`src/rtl/quad_pkg.sv`:
```
// Shared types and constants for the quadrature decoder.
// Phase values are written {B,A}; counting up walks 00 -> 01 -> 11 -> 10 -> 00.
package quad_pkg;

    typedef enum logic [1:0] {
        PH_00 = 2'b00,
        PH_01 = 2'b01,
        PH_11 = 2'b11,
        PH_10 = 2'b10
    } phase_e;

    localparam logic DIR_UP   = 1'b0;
    localparam logic DIR_DOWN = 1'b1;

    // Direction of a single-bit phase move: in the forward Gray walk the new
    // B always equals the old A, so any difference means the reverse walk.
    function automatic logic step_dir(input phase_e prev_ph, input phase_e cur_ph);
        logic [1:0] p;
        logic [1:0] c;
        p = prev_ph;
        c = cur_ph;
        return (p[0] ^ c[1]) ? DIR_DOWN : DIR_UP;
    endfunction

endpackage

```
`src/rtl/quad_sync.sv`:
```
// Multi-stage synchronizer for the two encoder phases {B,A}.
// SYNC_STAGES (2..4) flops in series; all flops clear to 0 on reset.
module quad_sync #(
    parameter int SYNC_STAGES = 2
) (
    input  logic       clk,
    input  logic       reset,
    input  logic [1:0] din,
    output logic [1:0] dout
);

    logic [1:0] stage_reg  [SYNC_STAGES];
    logic [1:0] stage_next [SYNC_STAGES];

    // Each stage takes the previous stage; stage 0 takes the raw pins.
    generate
        for (genvar gi = 0; gi < SYNC_STAGES; gi++) begin : g_stage
            if (gi == 0) begin : g_first
                assign stage_next[gi] = din;
            end else begin : g_rest
                assign stage_next[gi] = stage_reg[gi-1];
            end
        end
    endgenerate

    // Shift the phase pair one stage per clock.
    always_ff @(posedge clk or negedge reset) begin
        if (!reset) begin
            for (int i = 0; i < SYNC_STAGES; i++) begin
                stage_reg[i] <= 2'b00;
            end
        end else begin
            for (int i = 0; i < SYNC_STAGES; i++) begin
                stage_reg[i] <= stage_next[i];
            end
        end
    end

    assign dout = stage_reg[SYNC_STAGES-1];

endmodule

```
`src/rtl/quad_decoder.sv`:
```
// Quadrature decoder: synchronizes enc_a/enc_b, optionally glitch-filters
// them, and turns Gray-code phase moves into step/direction/position/err.
// Optional feature: define QUAD_GLITCH_FILTER_EN to require the synchronized
// phase to hold for FILTER_LEN cycles before the decoder sees it.
module quad_decoder
    import quad_pkg::*;
#(
    parameter int WIDTH       = 3,
    parameter int SYNC_STAGES = 2,
    parameter int FILTER_LEN  = 3
) (
    input  logic             clk,
    input  logic             reset,
    input  logic             enc_a,
    input  logic             enc_b,
    input  logic             clr,
    output logic             step,
    output logic             up_down,
    output logic [WIDTH-1:0] position,
    output logic             err
);

    // Startup counter is sized for the longest possible pipeline.
    localparam int FILL_W = $clog2(SYNC_STAGES + FILTER_LEN + 2);

    logic [1:0] sync_phase;
    logic [1:0] dec_phase;

    quad_sync #(
        .SYNC_STAGES(SYNC_STAGES)
    ) u_sync (
        .clk  (clk),
        .reset(reset),
        .din  ({enc_b, enc_a}),
        .dout (sync_phase)
    );

`ifdef QUAD_GLITCH_FILTER_EN
    localparam int FCW  = $clog2(FILTER_LEN + 1);
    // Cycles from reset release until the filter output carries real input.
    localparam int FILL = SYNC_STAGES + FILTER_LEN + 1;

    logic [1:0]     hold_reg;
    logic [1:0]     filt_reg;
    logic [FCW-1:0] stable_cnt_reg;

    // Count how long the synchronized phase has held; pass it on once stable.
    always_ff @(posedge clk or negedge reset) begin
        if (!reset) begin
            hold_reg       <= 2'b00;
            filt_reg       <= 2'b00;
            stable_cnt_reg <= '0;
        end else begin
            if (sync_phase != hold_reg) begin
                hold_reg       <= sync_phase;
                stable_cnt_reg <= FCW'(1);
            end else if (stable_cnt_reg < FCW'(FILTER_LEN)) begin
                stable_cnt_reg <= stable_cnt_reg + FCW'(1);
            end
            if (stable_cnt_reg >= FCW'(FILTER_LEN)) begin
                filt_reg <= hold_reg;
            end
        end
    end

    assign dec_phase = filt_reg;
`else
    // Cycles from reset release until the decoder input carries real input.
    localparam int FILL = SYNC_STAGES + 1;

    logic [1:0] cur_reg;

    // Register the synchronized phase so the decode compare sees a clean flop.
    always_ff @(posedge clk or negedge reset) begin
        if (!reset) begin
            cur_reg <= 2'b00;
        end else begin
            cur_reg <= sync_phase;
        end
    end

    assign dec_phase = cur_reg;
`endif

    phase_e             prev_phase_reg;
    logic               init_reg;
    logic [FILL_W-1:0]  fill_cnt_reg;
    logic               step_reg;
    logic               err_reg;
    logic               up_down_reg;
    logic [WIDTH-1:0]   position_reg;

    logic [1:0] phase_delta;
    logic       move_dir;

    assign phase_delta = prev_phase_reg ^ dec_phase;
    assign move_dir    = step_dir(prev_phase_reg, phase_e'(dec_phase));

    // Decode: wait for the pipeline to flush its reset zeros, latch the first
    // real phase silently, then classify every change as step or error.
    always_ff @(posedge clk or negedge reset) begin
        if (!reset) begin
            prev_phase_reg <= PH_00;
            init_reg       <= 1'b1;
            fill_cnt_reg   <= '0;
            step_reg       <= 1'b0;
            err_reg        <= 1'b0;
            up_down_reg    <= DIR_UP;
            position_reg   <= '0;
        end else begin
            step_reg <= 1'b0;
            err_reg  <= 1'b0;
            if (init_reg) begin
                if (fill_cnt_reg == FILL_W'(FILL)) begin
                    prev_phase_reg <= phase_e'(dec_phase);
                    init_reg       <= 1'b0;
                end else begin
                    fill_cnt_reg <= fill_cnt_reg + FILL_W'(1);
                end
            end else if (phase_delta == 2'b11) begin
                // Both phases moved: direction unknown, resync only.
                err_reg        <= 1'b1;
                prev_phase_reg <= phase_e'(dec_phase);
            end else if (phase_delta != 2'b00) begin
                step_reg       <= 1'b1;
                up_down_reg    <= move_dir;
                prev_phase_reg <= phase_e'(dec_phase);
                if (move_dir == DIR_UP) begin
                    position_reg <= position_reg + WIDTH'(1);
                end else begin
                    position_reg <= position_reg - WIDTH'(1);
                end
            end
            // Clear wins over a same-edge step; step/up_down still report it.
            if (clr) begin
                position_reg <= '0;
            end
        end
    end

    assign step     = step_reg;
    assign err      = err_reg;
    assign up_down  = up_down_reg;
    assign position = position_reg;

endmodule

```
`config.mk`:
```
export PLATFORM = sky130hd
export DESIGN_NAME = quad_decoder
export DESIGN_NICKNAME = d
export VERILOG_FILES = /design/src/rtl/quad_pkg.sv /design/src/rtl/quad_sync.sv /design/src/rtl/quad_decoder.sv
export SDC_FILE = /design/constraint.sdc
export NUM_CORES = 1
export LEC_CHECK = 0
export ABC_AREA = 1
export CORE_ASPECT_RATIO = 1.25
export CORE_MARGIN = 2
export CORE_UTILIZATION = 46
export DETAILED_ROUTE_END_ITERATION = 12
export GPL_TIMING_DRIVEN = 0
export PLACE_DENSITY = 0.72
export SYNTH_ARGS = -nofsm -noshare
export SYNTH_HDL_FRONTEND = slang
export SYNTH_HIERARCHICAL = 1
export SYNTH_SLANG_ARGS = --single-unit
```
`constraint.sdc`:
```
create_clock -name clk -period 1.3 [get_ports clk]
set_input_delay 0.195 -clock clk [delete_from_list [all_inputs] [get_ports clk]]
set_output_delay 0.195 -clock clk [all_outputs]
set_load 0.02 [all_outputs]
```
* Yosys cells after proc, flatten, opt, wreduce, memory -nomap -nowiden
Cells that the tools add are included.
Storage, ports and cells: register bits after elaboration 18, input port bits 5, output and inout port bits 6, logic and storage cells 47
Operators by class: add/sub/neg operators 3, equal/unequal tests 5, multiplexer cells 17, bitwise operators 5, reductions and logical operators 7
Operators with widths (count):
- two-way mux 3 bit | 5
- two-way mux 1 bit | 8
- two-way mux 2 bit | 4
- adder 3 x 1 -> 3 bit, second input constant | 2
- AND reduction 3 bit | 2
- != test 2 bit, second input constant | 2
- AND reduction 2 bit | 2
- nonzero test 2 bit | 2
- == test 3 x 2 -> 1 bit, second input constant | 1
- inverter 1 bit | 3
- nonzero test 3 bit | 1
- subtractor 3 x 1 -> 3 bit, second input constant | 1
- == test 2 bit, second input constant | 1
- != test 2 x 1 -> 1 bit, second input constant | 1
- bitwise XOR 2 bit | 1
- bitwise XOR 1 bit | 1

* Depth between registers and ports, before layout
Gate-level depths: netlist of the first run.
depth in word-level cells 7, depth in mapped cells 10, mapped depth without buffers 10

* Hierarchy
Netlist of the first run, hierarchy kept.
Modules (own cells, without submodules):
- quad_decoder | times used 1, cells each 80, area an instance 699.4 µm², seq. area each 351.6 µm²
- quad_sync | times used 1, cells each 4, area an instance 100.1 µm², seq. area each 100.1 µm²

* Least setup slack after synthesis of the first run
Ideal clock, no wire load.
path kind reg-to-reg, from register position_reg[0] (netlist: position[0]), to register position_reg[2] (netlist: position[2]), library setup time 0.117 ns, arrival 1.327 ns, data required time 1.183 ns, path slack -0.145 ns, cell stages (with the launch flop) 9, path buffers 0, period minus slack after synthesis 1.445 ns, path through dfrtp_1 -> inv_1 -> fa_1 -> inv_1 -> nand2_1 -> nand2_1 -> nand2_1 -> nand3_1 -> nand2_1
On the way: longest elaborated chain between the ends 6, elaborated cells between the ends (all ways) 7, those cells by class add/sub: 2; mux: 5
RTL lines:
- from (decl) | RTL line quad_decoder.sv:91 | logic [WIDTH-1:0] position_reg;
- from (signal assigned) | RTL line quad_decoder.sv:129 | position_reg <= position_reg + WIDTH'(1);
- from (signal assigned) | RTL line quad_decoder.sv:131 | position_reg <= position_reg - WIDTH'(1);
- adder 3 x 1 -> 3 bit or subtractor 3 x 1 -> 3 bit (tied branches) | RTL line quad_decoder.sv:129, quad_decoder.sv:131
- two-way mux 3 bit (*) | RTL line quad_decoder.sv:128 | if (move_dir == DIR_UP) begin
- two-way mux 3 bit (*) | RTL line quad_decoder.sv:124 | end else if (phase_delta != 2'b00) begin
- two-way mux 3 bit (*) | RTL line quad_decoder.sv:120 | end else if (phase_delta == 2'b11) begin
- two-way mux 3 bit (*) | RTL line quad_decoder.sv:113 | if (init_reg) begin
- two-way mux 3 bit (*) | RTL line quad_decoder.sv:135 | if (clr) begin
Mark *: on every way between the ends. The rest lies on a longest branch, timed or not. The select of a mux whose other input is x is not followed. A chain may end at the register's enable or synchronous reset.

* Worst setup path in the final report of the first run
from register cur_reg[1], to register position_reg[1] (netlist: position[1])
On the way: longest elaborated chain between the ends 7, elaborated cells between the ends (all ways) 13, those cells by class eq/ne: 2; mux: 6; bitwise: 2; reduce/logical: 3
RTL lines:
- from (decl) | RTL line quad_decoder.sv:71 | logic [1:0] cur_reg;
- from (signal assigned) | RTL line quad_decoder.sv:78 | cur_reg <= sync_phase;
- bitwise XOR 1 bit | RTL line quad_pkg.sv:22 | return (p[0] ^ c[1]) ? DIR_DOWN : DIR_UP;
- two-way mux 1 bit | RTL line quad_pkg.sv:22
- two-way mux 3 bit | RTL line quad_decoder.sv:128
- two-way mux 3 bit | RTL line quad_decoder.sv:124
- two-way mux 3 bit | RTL line quad_decoder.sv:120
- two-way mux 3 bit | RTL line quad_decoder.sv:113
- two-way mux 3 bit | RTL line quad_decoder.sv:135
Parallel ways exist; a longest one is shown, timed or not. The select of a mux whose other input is x is not followed.

==> results of run 1 <==
==> per-layer routing <==
metal	track usage	up-vias	routed length, µm
met4	0.0806	0	30
met5	0	-	0
met1	0.175	274	556
met3	0.0398	2	42
li1	-	291	-
met2	0.266	12	685
==> area by class of cell <==
type	instances	share of cell area
Multi-Input combinational cell	50	0.347
Inverter	15	0.0506
Sequential cell	18	0.409
Tap cell	18	0.0202
Buffer	1	0.0101
Timing Repair Buffer	17	0.130
Clock buffer	4	0.0326
==> cell usage in the layout, fill, tap and decap left out <==
cell	Yosys	routed
o22ai_2	0	1
nor2_1	4	2
xnor2_1	2	1
inv_2	1	5
dfrtp_2	0	3
clkdlybuf4s50_1	0	4
inv_1	14	10
dfstp_2	1	1
xnor2_2	0	1
ha_2	0	2
fa_2	0	1
or2_1	1	1
clkbuf_4	0	3
nand2_1	27	19
dlygate4sd2_1	0	6
nor2_4	0	2
xor2_2	0	1
clkbuf_8	0	1
nand3_1	4	4
nand2_2	0	6
nand2_4	1	3
ha_4	0	2
buf_6	1	1
o21ai_1	1	1
buf_4	0	7
dfrtp_1	17	14
o21ai_2	1	3
==> power by group <==
part           switching, mW  internal, mW  leakage, nW
Clock                  0.170         0.171       0.0210
Sequential            0.0910         0.685        0.218
Combinational          0.580         0.445        0.318
==> worst paths after layout <==
check	start	end	depth (start not counted)
worst max-delay path	cur_reg[1]$_DFF_PN0_	position[1]$_DFFE_PN0P_	7
worst min-delay path	enc_b	u_sync/stage_next[1]$_DFF_PN0_	1
worst max register to register	cur_reg[1]$_DFF_PN0_	position[1]$_DFFE_PN0P_	7
worst min register to register	u_sync/dout[0]$_DFF_PN0_	cur_reg[0]$_DFF_PN0_	0
max in group asynchronous	reset	cur_reg[1]$_DFF_PN0_	1
min in group asynchronous	reset	position[1]$_DFFE_PN0P_	1
==> worst register-to-register path: cells and delay by family (launching register included) <==
family | cells | cell delay, ps
AO/OA/AOI/OAI | 1 | 140
adder cells (fa/ha/maj) | 1 | 170
AND/OR/NAND/NOR | 2 | 200
XOR/XNOR | 1 | 170
buffers and inverters | 2 | 230
flip-flops | 1 | 470
==> cell families (layout without fill, tap and decap cells) <==
| family | Yosys count | count (layout) |
|---|---|---|
| AO/OA/AOI/OAI | 5 | 5 |
| XOR/XNOR | 3 | 3 |
| adder cells (fa/ha/maj) | 5 | 5 |
| buffers and inverters | 16 | 37 |
| flip-flops | 18 | 18 |
| AND/OR/NAND/NOR | 37 | 37 |
==> repair_timing <==
item / CTS / global route
hold buffers: 0 / 0
buffers inserted: 6 / 1
endpoints found under the hold margin: 0 / 0
pin swaps: 7 / 4
gates resized for setup: 21 / 9
endpoints found under the setup margin: 15 / 9
==> results.cfg, run 1 <==
[outcome]
status = finished, violations left
violations = negative setup slack

[routing]
antenna_left = 0
viasPerCell = 4.71
vias = 579
wire_per_inst_um = 10.7
drc = 0
drt_iter0_markers = 2
wl_um = 1310
dr.pass1.iters = 4

[setup_path]
critPathBufInv = 2
crit_chain = xnor2_2 > inv_1 > ha_4 > nor2_4 > buf_4 > nand3_1 > o22ai_2
crit_slowest_cell = dfrtp_2
worstSetupPathType = reg -> reg
cp_top_family = flip-flops
start_kind = flop
worst-path-max-fanout = 4
critPathMaxStageDelay_ps = 470
required_ps = 1530
r2r_slack_ps = -150
critPathArrivalTime_ps = 1680
end_kind = flop

[timing]
fin_worst_skew_ps = 0.610
max_slew.worst_pin.slew_ps = 763
rsz0062_at_grt = true
finalMaxSlewViolations = 0
worst_slack_ps = -153
relSlewSlack = 0.490
period_needed_ps = 1450
hold_viol = 0
hold-worst-slack_ps = 325
max_freq_mhz = 688
min_period_over_period = 1.12
setup_viol = 9
fin_tns_setup_ps = -668

[cells_and_area]
drive_above_1_share = 0.410
syn2layout_area_growth_pct = 39.3
post-route-util = 0.695
fill_cells = 119
stdcell_area_mm2 = 0.00111
multiInputGateArea_um2 = 387
final_cells = 123
diodes = 0
nets = 116
seqCellArea_um2 = 455

[synthesis]
ys_warn_count = 6
synth_seq_cells = 18
syn_area_um2 = 800
synth_common_cells = nand2_1 (27), dfrtp_1 (17), inv_1 (14)
synth.avg_cell_area_um2 = 9.52
ys_seq_area_frac = 0.565
synthFlopType = dfrtp_1
synth.largest_area_cell = dfrtp_1
synth-xor-area-share = 0.0329
synth-simple-area-share = 0.192
synth-compound-area-share = 0.0376
yosys.cell_types.count = 18
synth.most_common_cell = nand2_1
synth-edff-count = 0
syn_inst = 84
synthArstFlopShare = 1.00
synth_top_area_frac = 0.532
synthTopCellsByArea = dfrtp_1 (53%), nand2_1 (13%), inv_1 (6.6%)
muxShareOfSynthArea = 0
synth_top_family_by_area = simple AND/OR/NAND/NOR gates
synthAdderAreaFrac = 0.0876
syn-num-nets = 94

[run]
maxCapViolCount = 0

[clock_tree]
clockBufferDepth = 2
ctsHtreeMaxLevel = 1
path_clk_slew_ps = 100
cts_inserted_buffers = 3
cts_tree = yes
insertion_delay_ps = 290
root_buffer = clkbuf_4
clock_sinks = 18

[placed_design]
dp_slack_ps = -168
dp_hpwl_um = 870
placed_cells = 112
port_buffers = 10
place.gp.congestion = 0.667
place_area_um2 = 946

[floorplanning]
die_area_mm2 = 0.00209
dieWidth_um = 41.3
io_pins = 11
num_rows = 16
start_util = 0.499
dieHeight_um = 50.6
fp.coreArea_mm2 = 0.00160

[global_route]
antenna_found_initial = 0
grt_overflow_total = 0
grt_usage = 0.160
grt_pass1_wl_um = 2190
grt_max_degree = 19
grt_pass1_vias = 574

[hold_path]
hold_path_class = in -> reg

[power]
pwr_density_cell_mw_per_mm2 = 1920
total_power_mw = 2.14
power_leakage_nw = 0.558
peakVddDrop_mv = 0.967
(Power assumes the default switching activity.)
==> inputs of run 2 (changes only) <==
--- a/config.mk
+++ b/config.mk
@@ -11,6 +11,7 @@
 export CORE_UTILIZATION = 46
 export DETAILED_ROUTE_END_ITERATION = 12
 export GPL_TIMING_DRIVEN = 0
+export HOLD_SLACK_MARGIN = 0.05
 export PLACE_DENSITY = 0.72
 export SYNTH_ARGS = -nofsm -noshare
 export SYNTH_HDL_FRONTEND = slang
==> results of run 2 <==
Same layout as run 1: the final DEF is identical, and so are final timing and power.
==> inputs of run 3 (changes only) <==
--- a/config.mk
+++ b/config.mk
@@ -13,6 +13,7 @@
 export GPL_TIMING_DRIVEN = 0
 export HOLD_SLACK_MARGIN = 0.05
 export PLACE_DENSITY = 0.72
+export SLEW_MARGIN = 10
 export SYNTH_ARGS = -nofsm -noshare
 export SYNTH_HDL_FRONTEND = slang
 export SYNTH_HIERARCHICAL = 1
==> results of run 3 <==
Same layout as run 1: the final DEF is identical, and so are final timing and power.
